### src/rtl/mem_pkg.sv
// Shared data-memory definitions: AddrMode encoding, idle mode, store/alignment helpers.
// Latency: n/a (types and pure functions only).
// Backpressure: n/a.
// Contents: addr_mode_t (memory AddrMode pins), MODE_IDLE, is_store(), is_aligned().
package mem_pkg;

  typedef enum logic [2:0] {
    LB  = 3'b000,
    LH  = 3'b001,
    LW  = 3'b010,
    LBU = 3'b011,
    LHU = 3'b100,
    SB  = 3'b101,
    SH  = 3'b110,
    SW  = 3'b111
  } addr_mode_t;

  // A load mode so an idle memory can never be written.
  localparam addr_mode_t MODE_IDLE = LW;

  function automatic logic is_store(input addr_mode_t mode);
    return (mode == SB) || (mode == SH) || (mode == SW);
  endfunction

  // Halfwords need an even address, words a multiple of four; bytes are always aligned.
  function automatic logic is_aligned(input addr_mode_t mode, input logic [1:0] addr_lo);
    logic ok;
    case (mode)
      LH, LHU, SH: ok = (addr_lo[0] == 1'b0);
      LW, SW:      ok = (addr_lo == 2'b00);
      default:     ok = 1'b1;
    endcase
    return ok;
  endfunction

endpackage

### src/rtl/dmem_arbiter_rr_arb2.sv
// Two-input round-robin arbiter; on a tie the port not granted most recently wins.
// Latency: combinational grant in the request cycle; history updated at the next edge.
// Backpressure: a losing request simply stays ungranted until it wins or is withdrawn.
// Ports: clk, rst (sync, active-high), req[1:0] in; gnt[1:0] one-hot out (0 while rst).
module rr_arb2 (
  input  logic       clk,
  input  logic       rst,
  input  logic [1:0] req,
  output logic [1:0] gnt
);

  // Index of the most recently granted port; resets to 1 so port 0 wins the first tie.
  logic last_gnt_q, last_gnt_d;

  always_comb begin
    gnt = 2'b00;
    if (!rst) begin
      if (req == 2'b11) begin
        gnt = last_gnt_q ? 2'b01 : 2'b10;
      end else begin
        gnt = req;
      end
    end

    last_gnt_d = last_gnt_q;
    if (gnt[0]) begin
      last_gnt_d = 1'b0;
    end else if (gnt[1]) begin
      last_gnt_d = 1'b1;
    end
  end

  always_ff @(posedge clk) begin
    if (rst) begin
      last_gnt_q <= 1'b1;
    end else begin
      last_gnt_q <= last_gnt_d;
    end
  end

endmodule

### src/rtl/dmem_arbiter.sv
// Shares one byte-addressed data memory between the LSU (port 0) and a loader/DMA (port 1).
// Latency: grant and memory pins combinational in cycle N; response registered, valid in N+1.
// Backpressure: a requester holds its request until gnt; at most one access per cycle.
// Ports: req_i/modeX_i/addrX_i/wdataX_i requests, gnt_o grant, rvalid_o/rdata_o/err_o response,
//        mem_mode_o/mem_addr_o/mem_wdata_o/mem_rdata_i to the memory AddrMode/A/WD/RD pins.
module dmem_arbiter
  import mem_pkg::*;
#(
  parameter int DATA_WIDTH      = 32,
  parameter int ADDR_WIDTH      = 32,
  parameter int ADDR_REAL_WIDTH = 20
) (
  input  logic                  clk,
  input  logic                  rst,
  input  logic [1:0]            req_i,
  input  logic [2:0]            mode0_i,
  input  logic [2:0]            mode1_i,
  input  logic [ADDR_WIDTH-1:0] addr0_i,
  input  logic [ADDR_WIDTH-1:0] addr1_i,
  input  logic [DATA_WIDTH-1:0] wdata0_i,
  input  logic [DATA_WIDTH-1:0] wdata1_i,
  output logic [1:0]            gnt_o,
  output logic [1:0]            rvalid_o,
  output logic [DATA_WIDTH-1:0] rdata_o,
  output logic                  err_o,
  output logic [2:0]            mem_mode_o,
  output logic [ADDR_WIDTH-1:0] mem_addr_o,
  output logic [DATA_WIDTH-1:0] mem_wdata_o,
  input  logic [DATA_WIDTH-1:0] mem_rdata_i
);

  logic [1:0]            gnt;
  logic [2:0]            sel_mode;
  logic [ADDR_WIDTH-1:0] sel_addr;
  logic [DATA_WIDTH-1:0] sel_wdata;
  logic                  in_range;
  logic                  legal;
  logic                  use_mem;

  logic [1:0]            rvalid_q, rvalid_d;
  logic [DATA_WIDTH-1:0] rdata_q,  rdata_d;
  logic                  err_q,    err_d;

  rr_arb2 u_arb (
    .clk (clk),
    .rst (rst),
    .req (req_i),
    .gnt (gnt)
  );

  assign gnt_o = gnt;

  always_comb begin
    sel_mode  = gnt[1] ? mode1_i  : mode0_i;
    sel_addr  = gnt[1] ? addr1_i  : addr0_i;
    sel_wdata = gnt[1] ? wdata1_i : wdata0_i;

    // Every bit above the implemented memory range must be zero.
    in_range = ((sel_addr >> ADDR_REAL_WIDTH) == '0);
    legal    = in_range && is_aligned(addr_mode_t'(sel_mode), sel_addr[1:0]);
    use_mem  = (gnt != 2'b00) && legal;

    // Rejected or absent accesses park the memory on a harmless load of address 0.
    mem_mode_o  = use_mem ? sel_mode  : MODE_IDLE;
    mem_addr_o  = use_mem ? sel_addr  : '0;
    mem_wdata_o = use_mem ? sel_wdata : '0;

    // rdata/err only change on a grant; they are qualified by rvalid.
    rvalid_d = gnt;
    rdata_d  = rdata_q;
    err_d    = err_q;
    if (gnt != 2'b00) begin
      err_d   = !legal;
      rdata_d = (legal && !is_store(addr_mode_t'(sel_mode))) ? mem_rdata_i : '0;
    end
  end

  always_ff @(posedge clk) begin
    if (rst) begin
      rvalid_q <= 2'b00;
      rdata_q  <= '0;
      err_q    <= 1'b0;
    end else begin
      rvalid_q <= rvalid_d;
      rdata_q  <= rdata_d;
      err_q    <= err_d;
    end
  end

  assign rvalid_o = rvalid_q;
  assign rdata_o  = rdata_q;
  assign err_o    = err_q;

endmodule

### config.mk
export PLATFORM = sky130hd
export DESIGN_NAME = dmem_arbiter
export DESIGN_NICKNAME = d
export VERILOG_FILES = /design/src/rtl/mem_pkg.sv /design/src/rtl/dmem_arbiter_rr_arb2.sv /design/src/rtl/dmem_arbiter.sv
export SDC_FILE = /design/constraint.sdc
export NUM_CORES = 1
export LEC_CHECK = 0
export BUFFER_PORTS_ARGS = -buffer_cell sky130_fd_sc_hd__buf_2
export CORE_AREA = 10 10 99 101
export CTS_CLUSTER_SIZE = 30
export DETAILED_ROUTE_END_ITERATION = 16
export DIE_AREA = 0 0 109 111
export PLACE_DENSITY = 0.76
export SKIP_LAST_GASP = 1
export SYNTH_ARGS = -nofsm -noshare
export SYNTH_HDL_FRONTEND = slang
export SYNTH_SLANG_ARGS = --single-unit
### constraint.sdc
create_clock -name clk -period 4.7 [get_ports clk]
set_clock_uncertainty 0.05 [all_clocks]
set_input_delay 0 -clock clk [delete_from_list [all_inputs] [get_ports clk]]
set_output_delay 0 -clock clk [all_outputs]
set_load 0.01 [all_outputs]
Yosys cells after proc, flatten, opt, wreduce, memory -nomap -nowiden:

Index checks and enable logic that the tools add are counted.

* add/sub/neg operators: 0
* multipliers: 0
* div/mod/pow operators: 0
* $lt $le $gt $ge: 0
* equality and inequality tests: 7
* shift-type cells: 0
* multiplexer cells: 13
* bitwise gates (word level): 1
* reduce and logical (&&, ||, !) cells: 12

Operator list (count)
* $mux 32: 5
* $logic_not 32->1: 1
* $eq 3x3->1 const B: 4
* $mux 2: 3
* $mux 3: 2
* $eq 3x1->1 const B: 1
* $eq 3x2->1 const B: 1
* $logic_and 1x1->1: 3
* $reduce_or 3->1: 1
* $eq 2x2->1 const B: 1
* $logic_not 1->1: 2
* $logic_not 2->1: 1
* $logic_or 1x1->1: 2
* $mux 1: 2
* $pmux 1 s2: 1
* $reduce_bool 2->1: 1
* $reduce_or 2->1: 1
* $not 1->1: 1

* flip-flop bits (word level): 36
* latch bits: 0
* memory bits (writable): 0
* memory bits (read-only): 0
* input port bits: 170
* output and inout bits: 104
* logic and storage cells: 37
* memories kept: 0

Logic depth before layout (Yosys ltp):

Gate-level depths: netlist (run 1).

* depth in word-level cells: 10
* mapped depth: 9
* gate-level depth less buffers: 6

Cells and area by module:

From an unflattened synthesis (run 1), not the netlist that was laid out.

* cells, all modules: 245
* area total of the unflattened synthesis: 2219.6 um^2

Modules (own cells, without submodules)
* dmem_arbiter: instances 1, cells each 238, area an instance 2159.6 um^2, seq. area each 700.7 um^2
* rr_arb2: instances 1, cells each 7, area an instance 60.1 um^2, seq. area each 20.0 um^2

Worst setup path after synthesis (run 1):

Ideal clock, no wire load.

* path kind: register to register
* start: reg u_arb.last_gnt_q
* end: reg rdata_q[23], in the netlist rdata_o[23]
* library setup time: 0.117 ns
* data arrival time: 1.650 ns
* required time: 4.533 ns
* slack: 2.883 ns
* stages on the path, launching flop included: 10
* buffers on the path: 3
* period minus slack after synthesis: 1.817 ns
* path through: dfxtp_1 -> a21bo_1 -> or2_1 -> buf_2 -> clkinv_2 -> o2111ai_1 -> and4_1 -> buf_6 -> buf_6 -> a32o_1

* cells in the longest elaborated chain, start to end: 10
* elaborated cells on any way between the ends: 24
* those cells by class: eq/ne: 6; mux: 7; bitwise: 1; reduce/logical: 10

Ends and longest elaborated chain
* start, declared: RTL line dmem_arbiter_rr_arb2.sv:13 `logic last_gnt_q, last_gnt_d;`
* start signal, assigned: RTL line dmem_arbiter_rr_arb2.sv:37 `last_gnt_q <= last_gnt_d;`
* $mux 2 (*): RTL line dmem_arbiter_rr_arb2.sv:19 `gnt = last_gnt_q ? 2'b01 : 2'b10;`
* $mux 2 (*): RTL line dmem_arbiter_rr_arb2.sv:18 `if (req == 2'b11) begin`
* $mux 2 (*): RTL line dmem_arbiter_rr_arb2.sv:17 `if (!rst) begin`
* $mux 3: RTL line dmem_arbiter.sv:54 `sel_mode = gnt[1] ? mode1_i : mode0_i;`
* $eq 3x3->1 (tied with other cells): RTL line mem_pkg.sv:22, mem_pkg.sv:28
* $reduce_or 3->1 (tied with other cells): RTL line mem_pkg.sv:28 `case (mode)`
* $pmux 1 s2 or $logic_or 1x1->1 (tied branches): RTL line mem_pkg.sv:28, mem_pkg.sv:22
* $logic_and 1x1->1 or $logic_not 1->1 (tied branches): RTL line dmem_arbiter.sv:60, dmem_arbiter.sv:74
* $logic_and 1x1->1: RTL line dmem_arbiter.sv:74 `rdata_d = (legal && !is_store(addr_mode_t'(sel_mode))) ? mem_rdata_i : '0;`
* $mux 32: RTL line dmem_arbiter.sv:74
* end signal, assigned: RTL line dmem_arbiter.sv:85 `rdata_q <= rdata_d;`
* end, declared: RTL line dmem_arbiter.sv:41 `logic [DATA_WIDTH-1:0] rdata_q, rdata_d;`

Every way passes the cells marked *; elsewhere a longest branch is shown, timed or not.
A chain may end at the register's enable or synchronous reset.

Worst setup path in the final report (run 1):

* start: reg u_arb.last_gnt_q
* end: out mem_addr_o[5]

* cells in the longest elaborated chain, start to end: 10
* elaborated cells on any way between the ends: 20
* those cells by class: eq/ne: 5; mux: 7; bitwise: 1; reduce/logical: 7

Ends and longest elaborated chain
* $mux 2 (*): RTL line dmem_arbiter_rr_arb2.sv:19
* $mux 2 (*): RTL line dmem_arbiter_rr_arb2.sv:18
* $mux 2 (*): RTL line dmem_arbiter_rr_arb2.sv:17
* $mux 3: RTL line dmem_arbiter.sv:54
* $eq 3x3->1 (tied with other cells): RTL line mem_pkg.sv:28
* $reduce_or 3->1 or $reduce_or 2->1 (tied branches): RTL line mem_pkg.sv:28
* $pmux 1 s2: RTL line mem_pkg.sv:28
* $logic_and 1x1->1: RTL line dmem_arbiter.sv:60 `legal = in_range && is_aligned(addr_mode_t'(sel_mode), sel_addr[1:0]);`
* $logic_and 1x1->1: RTL line dmem_arbiter.sv:61 `use_mem = (gnt != 2'b00) && legal;`
* $mux 32 (*): RTL line dmem_arbiter.sv:65 `mem_addr_o = use_mem ? sel_addr : '0;`
* end, declared: RTL line dmem_arbiter.sv:27 `output logic [ADDR_WIDTH-1:0] mem_addr_o,`

Marked as above.

==> results of run 1 <==
-- critical path: stages, from the launching register on --
cell	delay [ps]
dfxtp_1	320
a21bo_1	180
or2_2	300
clkinv_2	510
mux2i_1	290
nand4_1	710
buf_12	450
a21oi_1	140
buf_2	150
-- what timing repair did --
item / CTS / global route
hold buffers: 33 / 0
buffers inserted: 0 / 0
endpoints found under the hold margin: 35 / 0
-- power by group --
| group | internal (mW) | leakage (nW) | switching [mW] |
|---|---|---|---|
| logic | 0.0870 | 1.84 | 0.0803 |
| registers | 0.307 | 0.291 | 0.00114 |
| clock network | 0.103 | 0.0479 | 0.101 |
| total | 0.497 | 2.18 | 0.182 |
-- routing by layer --
layer	part of all wire (%)	global-route usage, %	vias up
li1	-	-	1648
met1	38	20.0	1512
met2	48	29.8	194
met3	13	7.03	10
met4	1.3	4.31	0
met5	0	0	-
-- sequential cells by signal, summed over array words and instances (netlist names) --
| register | cells |
|---|---|
| err_o | 1 |
| rdata_o | 32 |
| rvalid_o | 2 |
| u_arb.last_gnt_q | 1 |
-- cell families (layout without fill, tap and decap cells) --
kind of cell           count (synthesis)  count (layout)  share of synthesized area (%)
and+or+nand+nor                      136             136                           25.0
AOI/OAI and AO/OA                     98              98                           30.3
buffers and inverters                 45             310                           11.6
DFF                                   36              36                           32.4
other                                  1              14                          0.169
muxes                                  1               1                          0.450
-- area by class of cell --
cell class	count	area [um2]
Clock inverter	3	18.8
Multi-Input combinational cell	247	1290
Sequential cell	36	721
Tap cell	105	131
Fill cell	753	4040
Clock buffer	5	68.8
Timing Repair Buffer	297	1670
Antenna cell	2	5.00
Inverter	5	20.0
-- layout by cell type, fill, tap and decap left out, drive strengths merged, types with 5 or more instances in the layout --
master         n
conb          12
dfxtp         36
a21oi         56
dlygate4sd3   33
clkbuf         5
buf          264
a32o          32
nor3           7
nand2        111
-- metrics by stage --
stage / setup WS, ps / instances
final: 1300 / 700
after global routing: 932 / 698
after detailed placement: 1560 / 657
after CTS: 1260 / 698
after floorplan: 2880 / 328
after global placement: 1700 / 657
-- worst min-delay path by stage --
stage	cells past startpoint	slack (ps)	end
final	3	8	err_o
after global routing	3	50	err_o
after CTS	3	10	err_o
after detailed placement	2	190	rdata_o[24]
after global placement	2	190	rdata_o[13]
after floorplan	1	0.7	gnt_o[0]
==> flow_metrics.tcl, run 1 <==
set metrics [dict create \
    rsz0062_at_grt "no" \
    worst_ep_arrival_time_ps 3350 \
    yosys_warnings 0 \
    io_buffers 261 \
    synth_top_cells_by_area "dfxtp_1 (32%), nand2_1 (19%), a32o_1 (14%)" \
    setup_viol 0 \
    finalHoldViolCount 0 \
    clk_path_buf_depth 2 \
    synthCells 317 \
    grt_pass1_vias 3403 \
    grt_pass1_wl_um 17700 \
    drive_gt1_share_pct 46.7 \
    hold_path.class "in2reg" \
    cts_root_buffer "clkbuf_8" \
    via_count 3364 \
    r2r_setup_slack_ps 1690 \
    cap_violations 0 \
    nets 762 \
    cts_max_level 2 \
    num_rows 33 \
    gp_congestion 0.844 \
    synth_ff_type "dfxtp_1" \
    cp.required_ps 4650 \
    die_area_um2 12100 \
    ys_seq_elements 36 \
    fmax_mhz 294 \
    yosysTopAreaCellShare_pct 32.4 \
    core_area_um2 7970 \
    die_w_um 109 \
    yosys.area.top_type "dfxtp_1" \
    r2r-end "rdata_o[26]" \
    ys_seq_area_share_pct 32.4 \
    status "finished clean" \
    post_drt_via_cell_ratio 4.81 \
    routed_wl_um 11600 \
    postLayoutCoreUtil_pct 49.3 \
    die_y_um 111 \
    ctsResizeCount 0 \
    synth_commonest_cells "nand2_1 (111), a21oi_1 (56), dfxtp_1 (36)" \
    peakVddDrop_v 0.000135 \
    worstHoldStart "req_i[1]" \
    cts_buffers 5 \
    hold-worst-slack_ps 7.64 \
    fin_area_um2 3930 \
    cellLeakagePower_nw 2.18 \
    clk_latency_ps 270 \
    dr.pass1.iters 4 \
    synth-edff-count 0 \
    period_minus_slack_ps 3400 \
    areaGrowthSynthToFinish_pct 76.8 \
    avgSynthCellArea_um2 7.01 \
    route.detailed.drc 0 \
    syn_area_um2 2220 \
    fin_tns_setup_ps 0 \
    ff2ff_path_depth 6 \
    max-slew-margin-rel_pct 20.1 \
    worst_slew_pin_slew_ps 1200 \
    p_total_mw 0.679 \
    startpoint "u_arb.last_gnt_q" \
    grt_max_degree 60 \
    end_kind "output port" \
    start_util_pct 27.9 \
    ant_nets 0 \
    ios 274 \
    criticalPathCategory "reg2out" \
    dp_hpwl_um 9360 \
    drt-wirelength-per-cell_um 16.6 \
    clk_pin_slew_ps 60 \
    dpl_cell_area_um2 3510 \
    r2r_start "u_arb.last_gnt_q" \
    drv_slew 0 \
    yosysMostFrequentCell "nand2_1" \
    clock_sinks 36 \
    powerDensity_nw_per_um2 173 \
    synth_cell_types 29 \
    period_share_pct 72.4 \
    cp-start-kind "flop" \
    grt_antenna_before_repair 1 \
    grt_use_total_pct 17.6 \
    synthArstFlopShare_pct 0 \
    grt-ovfl-total 0 \
    endpoint "mem_addr_o[5]" \
    crit_fanout 58 \
    drtIter0Drc 135 \
    cts_tree "yes" \
]
No activity file was read; power rests on OpenSTA's default activity.
==> run 2: changes to the inputs <==
--- a/config.mk
+++ b/config.mk
@@ -6,11 +6,11 @@
 export NUM_CORES = 1
 export LEC_CHECK = 0
 export BUFFER_PORTS_ARGS = -buffer_cell sky130_fd_sc_hd__buf_2
-export CORE_AREA = 10 10 99 101
+export CORE_MARGIN = 10
+export CORE_UTILIZATION = 30
 export CTS_CLUSTER_SIZE = 30
 export DETAILED_ROUTE_END_ITERATION = 16
-export DIE_AREA = 0 0 109 111
-export PLACE_DENSITY = 0.76
+export PLACE_DENSITY = 0.82
 export SKIP_LAST_GASP = 1
 export SYNTH_ARGS = -nofsm -noshare
 export SYNTH_HDL_FRONTEND = slang
==> constraint.sdc (replaced) <==
create_clock -name clk -period 3 [get_ports clk]
set_clock_uncertainty 0.05 [all_clocks]
set_input_delay 0 -clock clk [delete_from_list [all_inputs] [get_ports clk]]
set_output_delay 0 -clock clk [all_outputs]
set_load 0.01 [all_outputs]
==> run 2 against run 1 <==
  * Non-clock buffer count up 4
  * Critical path depth up 2
  * Setup slack worse by 1000 ps
  * Utilization grew 5.7 points
  * Flip-flop and latch count unchanged
  * Die area decreased by 7.0%
  * Count of clock-buffer cells in the layout unchanged
  * Critical path type is now in2out
  * Sequential power up 57%
==> flow_metrics.tcl, run 2 (same netlist as run 1, synthesis figures left out) <==
set metrics [dict create \
    worst_ep_arrival_time_ps 2690 \
    cts_root_buffer "clkbuf_8" \
    fin_area_um2 3970 \
    start_util_pct 30.8 \
    p_total_mw 1.17 \
    peakVddDrop_v 0.000181 \
    final_cell_mix "buf_2 (261), nand2_1 (111), a21oi_1 (56)" \
    hold-worst-slack_ps 9.11 \
    cp.required_ps 2950 \
    die_y_um 106 \
    drtIter0Drc 128 \
    drt-wirelength-per-cell_um 17.8 \
    post_cts_buffers 0 \
    p_sw_share_pct 26.3 \
    gp_congestion 0.825 \
    route.detailed.drc 0 \
    dp_hpwl_um 9420 \
    cts_tree "yes" \
    areaGrowthSynthToFinish_pct 78.4 \
    cts_buffers 5 \
    core_area_um2 7210 \
    grt_max_degree 60 \
    ios 274 \
    io_buffers 261 \
    largest_reg_flops 32 \
    routed_wl_um 12400 \
    fin_tns_setup_ps 0 \
    dr.pass1.iters 5 \
    period_minus_slack_ps 2740 \
    grt-ovfl-total 0 \
    seq_area_um2 721 \
    grt_use_total_pct 20.0 \
    final_common_cell "buf_2" \
    max-slew-margin-rel_pct 60.5 \
    cellLeakagePower_nw 2.20 \
    setup_viol 0 \
    cap_violations 0 \
    status "finished clean" \
    ant_nets 0 \
    clock_sinks 36 \
    finalHoldViolCount 0 \
    criticalPathCategory "in2out" \
    cp-start-kind "input pin" \
    powerDensity_nw_per_um2 296 \
    power_frac_comb_pct 22.9 \
    end_kind "output port" \
    fillerInstances 660 \
    rsz0062_at_grt "no" \
    period_share_pct 91.3 \
    clk_path_buf_depth 2 \
    clk_latency_ps 280 \
    drive_gt1_share_pct 46.9 \
    crit_fanout 59 \
    drv_slew 0 \
    num_rows 31 \
    worst_slew_pin_slew_ps 592 \
    clk_pin_slew_ps 70 \
    grt_pass1_vias 3550 \
    grt_pass1_wl_um 18700 \
    post_drt_via_cell_ratio 4.80 \
    die_area_um2 11300 \
    seqPwrFrac_pct 41.1 \
    nets 766 \
    hold_path.class "in2reg" \
    cts_max_level 2 \
    multi_input_area_um2 1290 \
    fmax_mhz 365 \
    via_count 3352 \
    die_w_um 106 \
    clockPowerShare_pct 36.0 \
    grt_antenna_before_repair 2 \
    net-switching-power_mw 0.308 \
    dpl_cell_area_um2 3510 \
    p_int_mw 0.866 \
]
run 2: changes by cell type in the layout (fill, tap and decap cells not counted):
| cell | previous run | this run |
|---|---|---|
| clkinv_4 | 1 | 0 |
| clkinvlp_4 | 0 | 1 |
| bufinv_16 | 0 | 1 |
| clkinv_2 | 3 | 2 |
| buf_4 | 2 | 6 |
| dlygate4sd3_1 | 33 | 34 |
| buf_12 | 1 | 0 |
run 2: cell type report:
type / instances / share of cell area, %
Antenna cell: 2 / 0.126
Clock buffer: 5 / 1.74
Clock inverter: 3 / 1.07
Inverter: 5 / 0.505
Multi-Input combinational cell: 247 / 32.6
Sequential cell: 36 / 18.2
Tap cell: 99 / 3.12
Timing Repair Buffer: 301 / 42.6
run 2: worst paths after layout:
| path | slack, ps | startpoint | to | depth (start not counted) |
|---|---|---|---|---|
| worst min-delay path | 9 | req_i[1] | err_o | 3 |
| worst max-delay path | 260 | req_i[0] | mem_wdata_o[26] | 10 |
| worst max register to register | 630 | u_arb.last_gnt_q | rdata_o[6] | 7 |
| worst min register to register | 420 | rdata_o[7] | rdata_o[7] | 1 |
run 2: stage by stage:
| step | instances | utilization [%] | setup WS, ps |
|---|---|---|---|
| after floorplan | 328 | - | 1180 |
| after global placement | 654 | 48.6 | 796 |
| after detailed placement | 654 | 48.6 | 655 |
| after CTS | 696 | 54.9 | 316 |
| after global routing | 697 | 54.9 | 57.3 |
| final | 698 | 55.0 | 260 |
run 2: power groups by stage:
stage	clock network (mW)	registers (mW)	logic [mW]
2_1_floorplan	0	0.495	0.103
3_3_place_gp	0	0.494	0.224
3_5_place_dp	0	0.494	0.229
4_1_cts	0.420	0.483	0.266
5_1_grt	0.446	0.483	0.298
6_report	0.422	0.483	0.269
run 2: metal layers:
layer / vias up / global-route usage (%) / wire length, um
li1: 1648 / - / -
met1: 1479 / 21.2 / 4580
met2: 204 / 35.4 / 6210
met3: 19 / 8.45 / 1400
met4: 2 / 5.71 / 216
met5: - / 0 / 13
run 2: repair_timing:
item | 4_1_cts | 5_1_grt
hold endpoints to repair | 35 | 0
resized for setup | 0 | 0
hold buffers | 34 | 0
run 2: critical path, stage by stage:
cell and delay [ps]:
dlygate4sd3_1 540, buf_2 150, a21bo_1 130, or2_2 130, buf_4 480, o2111ai_1 290, nand4_1 140, buf_4 480
a21oi_1 120, buf_2 170
==> run 3: changes to the inputs <==
--- a/config.mk
+++ b/config.mk
@@ -5,12 +5,13 @@
 export SDC_FILE = /design/constraint.sdc
 export NUM_CORES = 1
 export LEC_CHECK = 0
+export ABC_AREA = 1
 export BUFFER_PORTS_ARGS = -buffer_cell sky130_fd_sc_hd__buf_2
 export CORE_MARGIN = 10
-export CORE_UTILIZATION = 30
+export CORE_UTILIZATION = 34
 export CTS_CLUSTER_SIZE = 30
 export DETAILED_ROUTE_END_ITERATION = 16
-export PLACE_DENSITY = 0.82
+export PLACE_DENSITY = 0.81
 export SKIP_LAST_GASP = 1
 export SYNTH_ARGS = -nofsm -noshare
 export SYNTH_HDL_FRONTEND = slang
==> run 3 against run 2 <==
  * Hold slack worse by 4.3 ps
  * Critical endpoint is now mem_addr_o[8]
  * Combinational power is 39% higher
  * Count of clock-buffer cells in the layout stayed put
  * Largest cell class is now multi-input gates
==> flow_metrics.tcl, run 3 <==
set metrics [dict create \
    status "finished clean" \
    cp.required_ps 2950 \
    max_stage_delay_ps 320 \
    cap_violations 0 \
    hold_path.class "in2reg" \
    use_met3_pct 9.55 \
    dr.pass1.iters 4 \
    yosysTopAreaCellShare_pct 24.0 \
    grt_antenna_before_repair 1 \
    ys_seq_area_share_pct 24.0 \
    num_rows 34 \
    max-slew-margin-rel_pct 34.7 \
    syn_area_um2 3010 \
    met2_usage_pct 32.8 \
    routed_wl_um 13800 \
    end_kind "output port" \
    grt_pass1_wl_um 20900 \
    drtIter0Drc 271 \
    synth-edff-count 0 \
    io_buffers 261 \
    worst_slew_pin_slew_ps 979 \
    grt-busiest-layer "met2" \
    areaGrowthSynthToFinish_pct 53.4 \
    cp_slowest_cell "nand3_4" \
    clk_pin_slew_ps 70 \
    period_minus_slack_ps 2740 \
    synth_commonest_cells "nand2_1 (182), inv_1 (50), a21oi_2 (47)" \
    yosys_warnings 0 \
    drv_slew 0 \
    synth_top_family_by_area "simple AND/OR/NAND/NOR gates" \
    largest_reg_flops 32 \
    drt-wirelength-per-cell_um 15.7 \
    final_common_cell "buf_2" \
    period_share_pct 91.3 \
    crit_top_cell "nand2_1" \
    nets 940 \
    drive_gt1_share_pct 43.3 \
    worst_ep_arrival_time_ps 2690 \
    fmax_mhz 365 \
    powerDensity_nw_per_um2 278 \
    synthArstFlopShare_pct 0 \
    fin_cells 880 \
    synthAdderAreaFrac_pct 0 \
    clk_latency_ps 290 \
    dp_slack_ps 573 \
    die_y_um 114 \
    ant_nets 0 \
    yosysMostFrequentCell "nand2_1" \
    cts_buffers 5 \
    ios 274 \
    criticalPathCategory "reg2out" \
    gp_congestion 0.906 \
    final_cell_mix "buf_2 (261), nand2_1 (182), inv_1 (50)" \
    avgSynthCellArea_um2 5.95 \
    synth_ff_type "dfxtp_1" \
    grt-ovfl-total 0 \
    finalHoldViolCount 0 \
    die_w_um 114 \
    cp-start-kind "flop" \
    start_util_pct 34.6 \
    yosys.area.top_type "dfxtp_1" \
    clock_sinks 36 \
    path_delay_family "simple AND/OR/NAND/NOR gates" \
    cellLeakagePower_nw 2.60 \
    cts_tree "yes" \
    core_area_um2 8680 \
    setup_viol 0 \
    cts_root_buffer "clkbuf_8" \
    synth_mux_area_share_pct 0 \
    grt_pass1_vias 4053 \
    route.detailed.drc 0 \
    die_area_um2 13000 \
    via_count 4049 \
    synth-simple-area-share_pct 37.2 \
    synth_cell_types 22 \
    grt_use_met1_pct 21.1 \
    synthCells 505 \
    hold-worst-slack_ps 4.83 \
    critPathBufInv 3 \
    post_cts_buffers 0 \
    crit_fanout 33 \
    fin_tns_setup_ps 0 \
    clk_path_buf_depth 2 \
    post_drt_via_cell_ratio 4.60 \
    ys_seq_elements 36 \
    synth_top_cells_by_area "dfxtp_1 (24%), nand2_1 (23%), a21oi_2 (14%)" \
    rsz0062_at_grt "no" \
    synth-xor-area-share_pct 0 \
    crit_chain "nand2_1, nand3_4, buf_4, o21ai_1, nand2_1, nor2_1, nand2_1, nor2_4, nand2_4, buf_12, a21oi_2, buf_2" \
    grt_max_degree 34 \
    dp_hpwl_um 10900 \
    setup_slack_ps 262 \
    grt_use_total_pct 19.6 \
    synth_compound_area_share_pct 21.7 \
    peakVddDrop_v 0.000292 \
    cts_max_level 2 \
    numPlacedInstances 847 \
]
run 3: cell families after synthesis:
| group | Yosys count |
|---|---|
| and+or+nand+nor | 273 |
| buffers and inverters | 100 |
| AOI/OAI and AO/OA | 95 |
| DFF | 36 |
| other | 1 |
run 3: worst min-delay path, cell delays in order:
cell and delay, ps:
buf_2 100, inv_1 40, nor2_1 40, nand3_1 70
a21oi_1 60
run 3: timing repair:
item	CTS	global route
gates resized for setup	0	0
hold buffers	24	0
endpoints found under the hold margin	23	0
run 3: where the power goes:
part	internal [mW]	switching (mW)
Combinational	0.159	0.214
Sequential	0.481	0.00182
Clock	0.246	0.180
Total	0.886	0.396
run 3: worst paths after layout:
path | depth (start not counted) | from | slack (ps) | end
worst max-delay path | 12 | u_arb.last_gnt_q | 260 | mem_addr_o[8]
worst min-delay path | 5 | mem_rdata_i[22] | 5 | rdata_o[22]
worst max register to register | 11 | u_arb.last_gnt_q | 610 | rdata_o[31]
worst min register to register | 2 | rdata_o[25] | 410 | rdata_o[25]
run 3: area by class of cell:
type                       instances  area, um2
sequential                        36        721
multi-input combinational        380       1820
clock inverter                     3       42.5
fill                             889       4070
clock buffer                       5       68.8
inverter                          53        201
antenna                            1       2.50
tap                              108        135
timing repair buffer             294       1630
run 3: routing by layer:
metal / wire length (um) / share of wire [%]
met2: 6660 / 48
met1: 5120 / 37
met3: 1710 / 12
met5: 0 / 0
met4: 286 / 2.1
run 3: stage by stage:
stage | power, mW | cell area (um2) | utilization (%)
after global routing | 1.36 | 4610 | 53.2
after floorplan | 0.706 | 3050 | -
after CTS | 1.29 | 4610 | 53.1
final | 1.28 | 4610 | 53.2
after global placement | 0.837 | 4260 | 49.1
after detailed placement | 0.836 | 4260 | 49.1
